$ cat src/rtl/mem_arb_pkg.sv
// Shared types and constants for the memory4c port arbiter.
package mem_arb_pkg;

    typedef enum logic [1:0] {
        IDLE  = 2'd0,
        STORE = 2'd1,
        FILL  = 2'd2,
        TAG   = 2'd3
    } arb_state_e;

    typedef enum logic {
        OWNER_I = 1'b0,
        OWNER_D = 1'b1
    } owner_e;

    localparam int unsigned WORDS_LOG2 = 32'd3;
    localparam logic [15:0] BLOCK_MASK = 16'hFFF0;

    // Strip the word/byte offset so a fill always starts at word 0.
    function automatic logic [15:0] block_base(input logic [15:0] addr);
        return addr & BLOCK_MASK;
    endfunction

endpackage

$ cat src/rtl/mem_arbiter_word_onehot.sv
// 3-to-8 one-hot decoder selecting the cache word written by a returning fill beat.
module word_onehot3to8 (
    input  logic       en,
    input  logic [2:0] sel,
    output logic [7:0] onehot
);

    // Decode the receive index into a word enable, all-zero when idle.
    always_comb begin
        onehot = 8'h00;
        if (en) begin
            case (sel)
                3'd0:    onehot = 8'h01;
                3'd1:    onehot = 8'h02;
                3'd2:    onehot = 8'h04;
                3'd3:    onehot = 8'h08;
                3'd4:    onehot = 8'h10;
                3'd5:    onehot = 8'h20;
                3'd6:    onehot = 8'h40;
                3'd7:    onehot = 8'h80;
                default: onehot = 8'h00;
            endcase
        end else begin
            onehot = 8'h00;
        end
    end

endmodule

$ cat src/rtl/mem_arbiter.sv
// Single owner of the memory4c port: arbitrates I-miss, D-miss and write-through
// stores, and sequences 8-word block fills into the owning cache.
module mem_arbiter
    import mem_arb_pkg::*;
#(
    parameter int unsigned MEM_LATENCY = 32'd4,
    parameter int unsigned WORDS       = 32'd8,
    parameter int unsigned ADDR_W      = 32'd16
) (
    input  logic              clk,
    input  logic              rst,
    input  logic              i_miss,
    input  logic [ADDR_W-1:0] i_miss_addr,
    input  logic              d_miss,
    input  logic [ADDR_W-1:0] d_miss_addr,
    input  logic              st_req,
    input  logic [ADDR_W-1:0] st_addr,
    input  logic [15:0]       st_data,
    output logic              mem_en,
    output logic              mem_wr,
    output logic [ADDR_W-1:0] mem_addr,
    output logic [15:0]       mem_wdata,
    input  logic              mem_data_valid,
    input  logic [15:0]       mem_rdata,
    output logic [15:0]       fill_data,
    output logic [7:0]        fill_word_sel,
    output logic              i_data_we,
    output logic              d_data_we,
    output logic              i_tag_we,
    output logic              d_tag_we,
    output logic              i_stall,
    output logic              d_stall,
    output logic              st_ack
);

    localparam int unsigned CW = WORDS_LOG2 + 32'd1;
    localparam logic [CW-1:0]         ISSUE_END  = CW'(WORDS);
    localparam logic [CW-1:0]         ISSUE_LAST = CW'(WORDS - 32'd1);
    localparam logic [WORDS_LOG2-1:0] RECV_LAST  = WORDS_LOG2'(WORDS - 32'd1);

    // The one-hot decoder and block mask are sized for exactly this geometry.
    if (WORDS != (32'd1 << WORDS_LOG2) || ADDR_W != 32'd16 || MEM_LATENCY == 32'd0) begin : g_param_check
        $error("mem_arbiter: unsupported parameter set");
    end

    arb_state_e        state_r;
    owner_e            owner_r;
    owner_e            last_grant_r;
    logic [ADDR_W-1:0] base_r;
    logic [CW-1:0]     issue_cnt_r;
    logic [WORDS_LOG2-1:0] recv_cnt_r;
    logic              mem_en_r;
    logic              mem_wr_r;
    logic [ADDR_W-1:0] mem_addr_r;
    logic [15:0]       mem_wdata_r;
    logic              st_ack_r;
    logic              i_tag_we_r;
    logic              d_tag_we_r;

    logic              d_req_s;
    logic              grant_d_s;
    logic [ADDR_W-1:0] miss_base_s;
    logic [CW-1:0]     issue_nxt_s;
    logic [ADDR_W-1:0] issue_addr_s;
    logic              fill_valid_s;
    logic [7:0]        word_sel_s;

    // Round-robin between the two sides; D wins ties unless it was granted last.
    always_comb begin
        d_req_s = d_miss | st_req;
        if (d_req_s && (!i_miss || (last_grant_r == OWNER_I))) begin
            grant_d_s = 1'b1;
        end else begin
            grant_d_s = 1'b0;
        end
        if (grant_d_s) begin
            miss_base_s = block_base(d_miss_addr);
        end else begin
            miss_base_s = block_base(i_miss_addr);
        end
    end

    // Address of the next fill read, one beat ahead of the registered command.
    always_comb begin
        issue_nxt_s  = issue_cnt_r + CW'(32'd1);
        issue_addr_s = base_r | ADDR_W'({issue_nxt_s[WORDS_LOG2-1:0], 1'b0});
    end

    // Arbiter FSM; memory command and tag strobes are registered for the next cycle.
    always_ff @(posedge clk or negedge rst) begin
        if (!rst) begin
            state_r      <= IDLE;
            owner_r      <= OWNER_I;
            last_grant_r <= OWNER_I;
            base_r       <= {ADDR_W{1'b0}};
            issue_cnt_r  <= {CW{1'b0}};
            recv_cnt_r   <= {WORDS_LOG2{1'b0}};
            mem_en_r     <= 1'b0;
            mem_wr_r     <= 1'b0;
            mem_addr_r   <= {ADDR_W{1'b0}};
            mem_wdata_r  <= 16'h0000;
            st_ack_r     <= 1'b0;
            i_tag_we_r   <= 1'b0;
            d_tag_we_r   <= 1'b0;
        end else begin
            mem_en_r    <= 1'b0;
            mem_wr_r    <= 1'b0;
            mem_addr_r  <= {ADDR_W{1'b0}};
            mem_wdata_r <= 16'h0000;
            st_ack_r    <= 1'b0;
            i_tag_we_r  <= 1'b0;
            d_tag_we_r  <= 1'b0;
            case (state_r)
                IDLE: begin
                    issue_cnt_r <= {CW{1'b0}};
                    recv_cnt_r  <= {WORDS_LOG2{1'b0}};
                    if (grant_d_s) begin
                        owner_r      <= OWNER_D;
                        last_grant_r <= OWNER_D;
                        if (d_miss) begin
                            state_r    <= FILL;
                            base_r     <= miss_base_s;
                            mem_en_r   <= 1'b1;
                            mem_addr_r <= miss_base_s;
                        end else begin
                            state_r     <= STORE;
                            mem_en_r    <= 1'b1;
                            mem_wr_r    <= 1'b1;
                            mem_addr_r  <= st_addr;
                            mem_wdata_r <= st_data;
                            st_ack_r    <= 1'b1;
                        end
                    end else if (i_miss) begin
                        owner_r      <= OWNER_I;
                        last_grant_r <= OWNER_I;
                        state_r      <= FILL;
                        base_r       <= miss_base_s;
                        mem_en_r     <= 1'b1;
                        mem_addr_r   <= miss_base_s;
                    end else begin
                        state_r <= IDLE;
                    end
                end
                STORE: begin
                    state_r <= IDLE;
                end
                FILL: begin
                    if (issue_cnt_r < ISSUE_END) begin
                        issue_cnt_r <= issue_nxt_s;
                        if (issue_cnt_r < ISSUE_LAST) begin
                            mem_en_r   <= 1'b1;
                            mem_addr_r <= issue_addr_s;
                        end
                    end
                    if (mem_data_valid) begin
                        if (recv_cnt_r == RECV_LAST) begin
                            recv_cnt_r  <= {WORDS_LOG2{1'b0}};
                            issue_cnt_r <= {CW{1'b0}};
                            state_r     <= TAG;
                            mem_en_r    <= 1'b0;
                            mem_addr_r  <= {ADDR_W{1'b0}};
                            i_tag_we_r  <= (owner_r == OWNER_I);
                            d_tag_we_r  <= (owner_r == OWNER_D);
                        end else begin
                            recv_cnt_r <= recv_cnt_r + WORDS_LOG2'(32'd1);
                        end
                    end
                end
                TAG: begin
                    state_r <= IDLE;
                end
                default: begin
                    state_r <= IDLE;
                end
            endcase
        end
    end

    assign fill_valid_s = (state_r == FILL) & mem_data_valid;

    word_onehot3to8 u_word_sel (
        .en     (fill_valid_s),
        .sel    (recv_cnt_r),
        .onehot (word_sel_s)
    );

    assign mem_en        = mem_en_r;
    assign mem_wr        = mem_wr_r;
    assign mem_addr      = mem_addr_r;
    assign mem_wdata     = mem_wdata_r;
    assign st_ack        = st_ack_r;
    assign i_tag_we      = i_tag_we_r;
    assign d_tag_we      = d_tag_we_r;
    assign fill_data     = mem_rdata;
    assign fill_word_sel = word_sel_s;
    assign i_data_we     = fill_valid_s & (owner_r == OWNER_I);
    assign d_data_we     = fill_valid_s & (owner_r == OWNER_D);
    assign i_stall       = i_miss | ((state_r != IDLE) & (owner_r == OWNER_I));
    assign d_stall       = d_miss | st_req | ((state_r != IDLE) & (owner_r == OWNER_D));

endmodule

$ cat config.mk
export PLATFORM = sky130hd
export DESIGN_NAME = mem_arbiter
export DESIGN_NICKNAME = d
export VERILOG_FILES = /design/src/rtl/mem_arb_pkg.sv /design/src/rtl/mem_arbiter_word_onehot.sv /design/src/rtl/mem_arbiter.sv
export SDC_FILE = /design/constraint.sdc
export NUM_CORES = 1
export LEC_CHECK = 0
export CORE_ASPECT_RATIO = 0.8
export CORE_UTILIZATION = 37
export DETAILED_ROUTE_END_ITERATION = 8
export GPL_TIMING_DRIVEN = 0
export PLACE_DENSITY = 0.88
export SYNTH_ARGS = -nofsm -noshare
export SYNTH_HDL_FRONTEND = slang
export SYNTH_SLANG_ARGS = --single-unit
$ cat constraint.sdc
create_clock -name clk -period 1.9 [get_ports clk]
set_clock_uncertainty 0.2 [all_clocks]
set_input_delay 0.57 -clock clk [delete_from_list [all_inputs] [get_ports clk]]
set_output_delay 0.57 -clock clk [all_outputs]
set_load 0.05 [all_outputs]
## Yosys cells after proc, flatten, opt, wreduce, memory -nomap -nowiden

Memories as Yosys holds them, arrays and structs flattened.
Index checks and enable logic that the tools add are counted.

| cells by class | value |
|---|---|
| equality and inequality tests | 7 |
| magnitude comparators | 2 |
| shift operators | 0 |
| multipliers | 0 |
| bitwise logic cells | 10 |
| add/sub/neg operators | 2 |
| divide/modulo/power cells | 0 |
| reduce and logical (&&, ||, !) cells | 12 |
| mux-type cells | 48 |

Operators by type and width:

| cell | count |
|---|---|
| 2-to-1 mux 16 bit | 14 |
| case mux 16 bit (2 select lines) | 1 |
| 2-to-1 mux 1 bit | 18 |
| bitwise OR 16 x 4 -> 16 bit | 1 |
| 2-to-1 mux 4 bit | 3 |
| 2-to-1 mux 2 bit | 5 |
| 2-to-1 mux 8 bit | 1 |
| case mux 4 bit (2 select lines) | 1 |
| 2-to-1 mux 3 bit | 2 |
| inequality test 2 bit (second input constant) | 3 |
| case mux 2 bit (3 select lines) | 1 |
| case mux 3 bit (2 select lines) | 1 |
| AND reduction 2 bit | 3 |
| nonzero test 2 bit | 3 |
| AND 1 bit | 5 |
| adder 4 x 1 -> 4 bit (second input constant) | 1 |
| == test 2 bit (second input constant) | 2 |
| less-than comparator 4 x 3 -> 1 bit (second input constant) | 1 |
| less-than comparator 4 bit (second input constant) | 1 |
| adder 3 x 1 -> 3 bit (second input constant) | 1 |
| == test 3 bit (second input constant) | 1 |
| bitwise OR 1 bit | 3 |
| AND reduction 3 bit | 1 |
| == test 2 x 1 -> 1 bit (second input constant) | 1 |
| 7 further kinds | 7 |

| word-level totals | value |
|---|---|
| memories | 1 |
| output and inout bits | 65 |
| input port bits | 86 |
| bits in registers | 62 |
| bits in writable memories | 0 |
| ROM bits | 64 |
| latch bits | 0 |
| word-level logic and storage cells | 93 |

Memories:

| memory | depth | bits a word | rd ports | clocked after Yosys merged registers in | write ports | line | source |
|---|---|---|---|---|---|---|---|
| (name not given) | 8 | 8 | 1 | 0 | 0 | mem_arbiter_word_onehot.sv:12 | `case (sel)` |

## Longest topological paths before layout

Gate-level depths: netlist (run 1).

| logic depth | value |
|---|---|
| word-level depth | 8 |
| depth in mapped cells | 7 |
| depth with buffers taken out | 6 |

## By module

Synthesis (run 1) repeated with hierarchy kept, for this count alone.

| unflattened totals | value |
|---|---|
| cell total of the unflattened synthesis | 290 |
| area, all modules | 3,014.1 µm² |

Modules (own cells, without submodules):

| module | times used | sequential area each (µm²) | cells an instance | area each (µm²) |
|---|---|---|---|---|
| mem_arbiter | 1 | 1,451.4 | 282 | 2,919.0 |
| word_onehot3to8 | 1 | 0.0 | 8 | 95.1 |

## Worst setup path after synthesis (run 1)

Ideal clock, no wire load.

| timing | value |
|---|---|
| kind | register to output |
| start point | register state_r[0] |
| end point | output i_data_we |
| path buffers | 2 |
| data arrival time | 1,733 ps |
| setup slack | -603 ps |
| cell stages (with the launch flop) | 6 |
| data required time | 1,130 ps |
| cell sequence | dfrtp_1 > buf_2 > inv_2 > and3_1 > clkbuf_1 > nor2b_1 |

| on the way | value |
|---|---|
| longest elaborated chain between the ends | 3 |

Ends and longest elaborated chain:

| what | line | source |
|---|---|---|
| from (decl) | mem_arbiter.sv:46 | `arb_state_e state_r;` |
| from (signal assigned) | mem_arbiter.sv:92 | `state_r <= IDLE;` |
| from (signal assigned) | mem_arbiter.sv:121 | `state_r <= FILL;` |
| from (signal assigned) | mem_arbiter.sv:126 | `state_r <= STORE;` |
| == test 2 bit | mem_arbiter.sv:179 | `assign fill_valid_s = (state_r == FILL) & mem_data_valid;` |
| AND 1 bit | mem_arbiter.sv:179 |  |
| AND 1 bit | mem_arbiter.sv:196 | `assign i_data_we = fill_valid_s & (owner_r == OWNER_I);` |
| to (decl) | mem_arbiter.sv:27 | `output logic i_data_we,` |

Every way passes these cells.

## Worst setup path in the final report (run 1)

| timing | value |
|---|---|
| start point | register state_r[0] |
| end point | output fill_word_sel[5] |

| on the way | value |
|---|---|
| longest elaborated chain between the ends | 3 |

Ends and longest elaborated chain:

| what | line | source |
|---|---|---|
| == test 2 bit | mem_arbiter.sv:179 |  |
| AND 1 bit | mem_arbiter.sv:179 |  |
| 2-to-1 mux 8 bit | mem_arbiter_word_onehot.sv:11 | `if (en) begin` |
| to (decl) | mem_arbiter.sv:26 | `output logic [7:0] fill_word_sel,` |

Every way passes these cells.

==> flow_summary_export.csv, run 1 <==
group,metric,value,unit
floorplanning,initial_core_util,0.3806,
outcome,violations,"negative setup slack",
clock_network,cts_buffers,9,
cells_and_area,fillers,628,
cells_and_area,final_common_cell,"dfrtp_1",
outcome,outcome,"finished with violations",
sta,finalHoldViolCount,0,
global_routing,grt_max_degree,37,
clock_network,cts.clk_slew.worst_paths,0.07,ns
clock_network,htreeDepth,3,
worst_setup_path,cpLargestDelayFamily,"buffers and inverters",
floorplanning,core,7910,µm²
cells_and_area,num_antenna_cells,0,
synthesis,yosysSeqAreaShare,0.4821,
place,dp.cells,525,
worst_setup_path,rr_worst_depth,9,
power,power_leakage,2.313,nW
routing,post-route-drc-count,0,
cells_and_area,area_growth_syn_to_layout,69.53,%
sta,period_share,1.213,
sta,fin_ws,-0.4047,ns
routing,via_count,2819,
cells_and_area,nets,543,
synthesis,synth-seq-cells,58,
synthesis,ys_warn_count,0,
cells_and_area,stdcell_count,563,
synthesis,synth_area,3010,µm²
worst_setup_path,worstPathArrival,1.53,ns
sta,tightest_slew,0.5614,ns
worst_setup_path,critPathLaunch,"state_r[0]",
global_routing,antenna_found_initial,0,
global_routing,grt_pass1_vias,2764,
clock_network,root_buffer,"clkbuf_8",
worst_setup_path,cp_cell_sequence,"buf_6 -> clkinv_4 -> and3_4 -> buf_8 -> and3_4 -> buf_8",
synthesis,async_flop_share,1.000,
synthesis,synthCells,290,
cells_and_area,mostFrequentLayoutCells,"dfrtp_1, clkdlybuf4s50_1, clkdlybuf4s15_2",
worst_setup_path,r2r-end,"mem_addr[15]",
worst_setup_path,cp_num_buf_inv,4,
floorplanning,die_y,82.68,µm
global_routing,grt_pass1_wl,13270,µm
place,place_area,4514,µm²
clock_network,cts_tree,"done",
synthesis,syn_area_per_cell,10.38,µm²
worst_setup_path,cp_num_cells,6,
place,hpwlAfterDp,6199,µm
place,pre_cts_ws,-1.468,ns
cells_and_area,final_util,0.6452,
power,max-vdd-ir-drop,0.5793,mV
cells_and_area,design_area,5104,µm²
flow_run,maxCapViolCount,0,
routing,drt-initial-drc-count,126,
clock_network,clk-insertion-delay-late,0.33,ns
floorplanning,die_w,102.8,µm
worst_setup_path,crit_end,"fill_word_sel[5]",
sta,slew_headroom,0.6257,
routing,antenna_left,0,
synthesis,yosysTopAreaCell,"dfrtp_1",
synthesis,yosysUniqueCellTypes,41,
clock_network,cts_max_path_buffers,2,
worst_setup_path,endpoint_kind,"primary output",
clock_network,cts.sinks,58,
routing,drt-pass1-iter-count,4,
sta,min_period,2.305,ns
synthesis,synth-edff-count,0,
floorplanning,die_area,8503,µm²
worst_setup_path,cp_max_fo,5,
place,place.gp.congestion,0.8658,
global_routing,grt_overflow,0,
routing,wl,9188,µm
floorplanning,ioPinCount,151,
worst_setup_path,r2r_slack,-0.13,ns
worst_setup_path,required,1.13,ns
floorplanning,rows,29,
hold_path,min_path_type,"primary input to async pin",
synthesis,ys.flop_type,"dfrtp_1",
sta,max_freq,433.9,MHz
place,io_buffers,126,
sta,slew_violations,0,
sta,setup_viol,33,
sta,whs,0.02153,ns
routing,via_per_inst,5.007,
worst_setup_path,critPathLaunchType,"flop",
power,p_per_area,1272,nW/µm²
synthesis,syn_nets,383,
routing,wire_per_inst,16.32,µm
cells_and_area,drive_gt1_frac,0.4462,
worst_setup_path,r2r-start,"recv_cnt_r[0]",
sta,rsz0062_at_grt,"true",
worst_setup_path,max_stage_delay,0.39,ns
synthesis,synth_area_leaders,"dfrtp_1, mux2_4, buf_4",
worst_setup_path,critPathKind,"flop to primary output",
worst_setup_path,slowest_stage,"dfrtp_1",
synthesis,synth_top_area_frac,0.4821,
global_routing,track_usage,0.2104,
-- metrics by stage --
stage	TNS, ns	power (mW)
after floorplan	-0.5549	3.881
after global placement	-146.54	4.739
after detailed placement	-50.22	4.829
after CTS	-5.207	5.951
after global routing	-7.975	6.846
final	-6.180	6.491
-- synth_stat cells (all sizes together), types with 5 or more instances --
cell type,number
a21oi,21
a22o,5
and2,20
and3,8
buf,32
dfrtp,58
ha,7
inv,8
mux2,16
nand2,24
nand3b,9
nor2,22
o211ai,8
o21ai,21
o22ai,6
-- metal layers --
metal | vias up | track usage | wire [µm]
met1 | 1349 | 0.2601 | 3717
met4 | 0 | 0.08873 | 44
li1 | 1301 | - | -
met3 | 7 | 0.05556 | 864
met5 | - | 0 | 0
met2 | 162 | 0.3493 | 4563
-- sequential cells by signal, indices dropped and copies added, names as in the netlist --
signal        cells
st_ack            1
mem_en            1
mem_addr         16
i_tag_we          1
d_tag_we          1
base_r           12
state_r           2
issue_cnt_r       4
last_grant_r      1
mem_wdata        16
recv_cnt_r        3
-- layout make-up --
cell class | count | area (µm²) | share of cell area
inverter | 8 | 38.79 | 0.007600
clock inverter | 5 | 30.03 | 0.005884
sequential | 58 | 1453 | 0.2846
clock buffer | 11 | 141.4 | 0.02770
buffer | 35 | 311.5 | 0.06104
multi-input combinational | 189 | 1486 | 0.2912
tap | 108 | 135.1 | 0.02648
timing repair buffer | 149 | 1508 | 0.2954
-- cell families after synthesis --
group                      share of synthesized area
AOI/OAI and AO/OA                             0.1538
xor gates and xnor gates                    0.002910
adders and majority gates                    0.02909
buffers and inverters                        0.09060
DFF                                           0.4821
muxes                                        0.07357
and+or+nand+nor                               0.1679
-- power breakdown --
part | switching, mW | internal, mW
Sequential | 0.253 | 1.61
Combinational | 2.00 | 1.61
Clock | 0.508 | 0.502
Total | 2.76 | 3.73
-- worst min path at each step --
stage	startpoint	end
2_1_floorplan	rst	base_r[10]
3_3_place_gp	base_r[6]	mem_addr[6]
3_5_place_dp	base_r[6]	mem_addr[6]
4_1_cts	rst	mem_wdata[11]
5_1_grt	rst	mem_wdata[13]
6_report	rst	mem_addr[9]
-- what timing repair did --
action                     CTS  global route
resized for setup          263            66
cloned                       1             2
hold buffers                 0             0
setup buffers                6            13
setup endpoints to repair  113            66
hold endpoints to repair     0             0
pin swaps                    1            21
(Power assumes the default switching activity.)
==> inputs of run 2 (changes only) <==
--- a/config.mk
+++ b/config.mk
@@ -6,10 +6,10 @@
 export NUM_CORES = 1
 export LEC_CHECK = 0
 export CORE_ASPECT_RATIO = 0.8
-export CORE_UTILIZATION = 37
+export CORE_UTILIZATION = 40
 export DETAILED_ROUTE_END_ITERATION = 8
 export GPL_TIMING_DRIVEN = 0
-export PLACE_DENSITY = 0.88
+export PLACE_DENSITY = 0.9
 export SYNTH_ARGS = -nofsm -noshare
 export SYNTH_HDL_FRONTEND = slang
 export SYNTH_SLANG_ARGS = --single-unit
==> constraint.sdc (replaced) <==
create_clock -name clk -period 2.59 [get_ports clk]
set_clock_uncertainty 0.2 [all_clocks]
set_input_delay 0.777 -clock clk [delete_from_list [all_inputs] [get_ports clk]]
set_output_delay 0.777 -clock clk [all_outputs]
set_load 0.05 [all_outputs]
==> flow_summary_export.csv, run 2 (synthesized netlist as in run 1, its figures left out) <==
group,metric,value,unit
hold_path,min_path_type,"primary input to async pin",
floorplanning,die_y,79.60,µm
power,finalPower,4.407,mW
routing,antenna_left,0,
place,io_buffers,126,
floorplanning,rows,27,
cells_and_area,fillers,548,
sta,fin_tns_setup,-0.001557,ns
worst_setup_path,critPathLaunchType,"primary input",
power,max-vdd-ir-drop,0.3984,mV
routing,wl,8558,µm
routing,drt-pass1-iter-count,4,
clock_network,cts_tree,"done",
place,place.gp.congestion,0.8856,
worst_setup_path,critPathKind,"primary input to primary output",
outcome,violations,"negative setup slack",
cells_and_area,final_common_cell,"clkdlybuf4s50_1",
global_routing,busiest_layer,"met2",
global_routing,grt_use_met2,0.3622,
clock_network,root_buffer,"clkbuf_8",
global_routing,track_usage,0.2205,
floorplanning,initial_core_util,0.4243,
sta,setup_viol,1,
clock_network,cts_max_path_buffers,2,
power,power_leakage,2.199,nW
flow_run,maxCapViolCount,0,
routing,via_count,2718,
cells_and_area,area_growth_syn_to_layout,57.11,%
clock_network,cts.sinks,58,
sta,slew_violations,0,
floorplanning,core,7094,µm²
place,hpwlAfterDp,6326,µm
global_routing,grt_pass1_vias,2702,
sta,tightest_slew,0.7285,ns
cells_and_area,nets,527,
cells_and_area,num_antenna_cells,0,
clock_network,htreeDepth,3,
worst_setup_path,worstPathArrival,1.61,ns
global_routing,grt_use_met3,0.06217,
cells_and_area,mostFrequentLayoutCells,"clkdlybuf4s50_1, dfrtp_1, buf_4",
global_routing,grt_max_degree,34,
routing,drt-initial-drc-count,170,
floorplanning,die_area,7879,µm²
clock_network,clk-insertion-delay-late,0.34,ns
power,p_per_area,931.8,nW/µm²
clock_network,cts_buffers,9,
sta,max_freq,385.9,MHz
floorplanning,ioPinCount,151,
routing,post-route-drc-count,0,
worst_setup_path,cp_max_fo,7,
worst_setup_path,endpoint_kind,"primary output",
global_routing,grt_overflow,0,
routing,wire_per_inst,16.27,µm
clock_network,postCtsHoldBufs,0,
sta,slew_headroom,0.5143,
worst_setup_path,required,1.61,ns
sta,finalHoldViolCount,0,
global_routing,grt_use_met1,0.2728,
global_routing,antenna_found_initial,0,
floorplanning,die_w,98.99,µm
sta,fin_ws,-0.001557,ns
clock_network,cts.clk_slew.worst_paths,0.07,ns
sta,rsz0062_at_grt,"true",
sta,period_share,1.001,
global_routing,grt_pass1_wl,13190,µm
routing,via_per_inst,5.167,
sta,min_period,2.592,ns
outcome,outcome,"finished with violations",
cells_and_area,drive_gt1_frac,0.2323,
-- run 2: changes by cell type in the layout (fill, tap and decap cells not counted), moves of 7 or more --
cell | previous run | this run
clkdlybuf4s15_2 | 42 | 1
clkdlybuf4s50_1 | 56 | 92
dlygate4sd2_1 | 2 | 18
o21ai_2 | 7 | 0
clkbuf_2 | 11 | 0
buf_6 | 16 | 9
nand2_2 | 11 | 2
nand2_1 | 10 | 22
-- run 2: report_power, final --
part | total (mW) | internal (mW) | switching, mW
Clock | 0.853 | 0.495 | 0.358
Combinational | 2.21 | 0.920 | 1.29
Sequential | 1.34 | 1.18 | 0.160
Total | 4.41 | 2.60 | 1.81
-- run 2: cell type report --
class	count	area (µm²)	share of cell area
buffer	34	266.5	0.05635
sequential	58	1451	0.3069
clock inverter	4	50.05	0.01058
tap	87	108.9	0.02302
multi-input combinational	189	1325	0.2802
clock buffer	12	155.1	0.03280
timing repair buffer	134	1340	0.2833
inverter	8	32.53	0.006878
-- run 2: stage by stage --
step           setup WS, ns  utilization  hold slack (ns)  area [µm²]  instances
5_1_grt            -0.02680       0.6667           0.3116        4730        526
2_1_floorplan       0.02343            -           0.2496        3025        290
3_5_place_dp         -1.226       0.6217           0.2763        4410        504
3_3_place_gp         -1.184       0.6196           0.2646        4395        503
4_1_cts            0.001681       0.6540           0.2964        4639        522
6_report          -0.001557       0.6667           0.2958        4730        526
-- run 2: worst paths after layout --
check	from	endpoint	slack, ns	cells after the start
setup / recovery	mem_data_valid	fill_word_sel[2]	-0.002	5
max in group asynchronous	rst	base_r[4]	1.30	2
hold reg to reg	base_r[6]	mem_addr[6]	0.30	2
hold / removal	rst	mem_wdata[15]	0.30	1
min in group clk	base_r[6]	mem_addr[6]	0.30	2
setup reg to reg	recv_cnt_r[1]	mem_addr[4]	0.41	7
-- run 2: what timing repair did --
action                                  in CTS  in global routing
pin swaps                                    1                  0
setup buffers                                3                  3
cloned                                       0                  1
endpoints found under the setup margin      28                 12
resized for setup                          114                 15
-- run 2: critical path, stage by stage --
cell and delay (ns):
buf_4 0.13, and3_4 0.20, buf_8 0.12, and3_2 0.22, buf_6 0.15
-- run 2: metal layers --
metal  vias up  wire length, µm
met5         -                0
met4         0              120
met3        13              659
met2       128             4030
met1      1303             3748
li1       1274                -
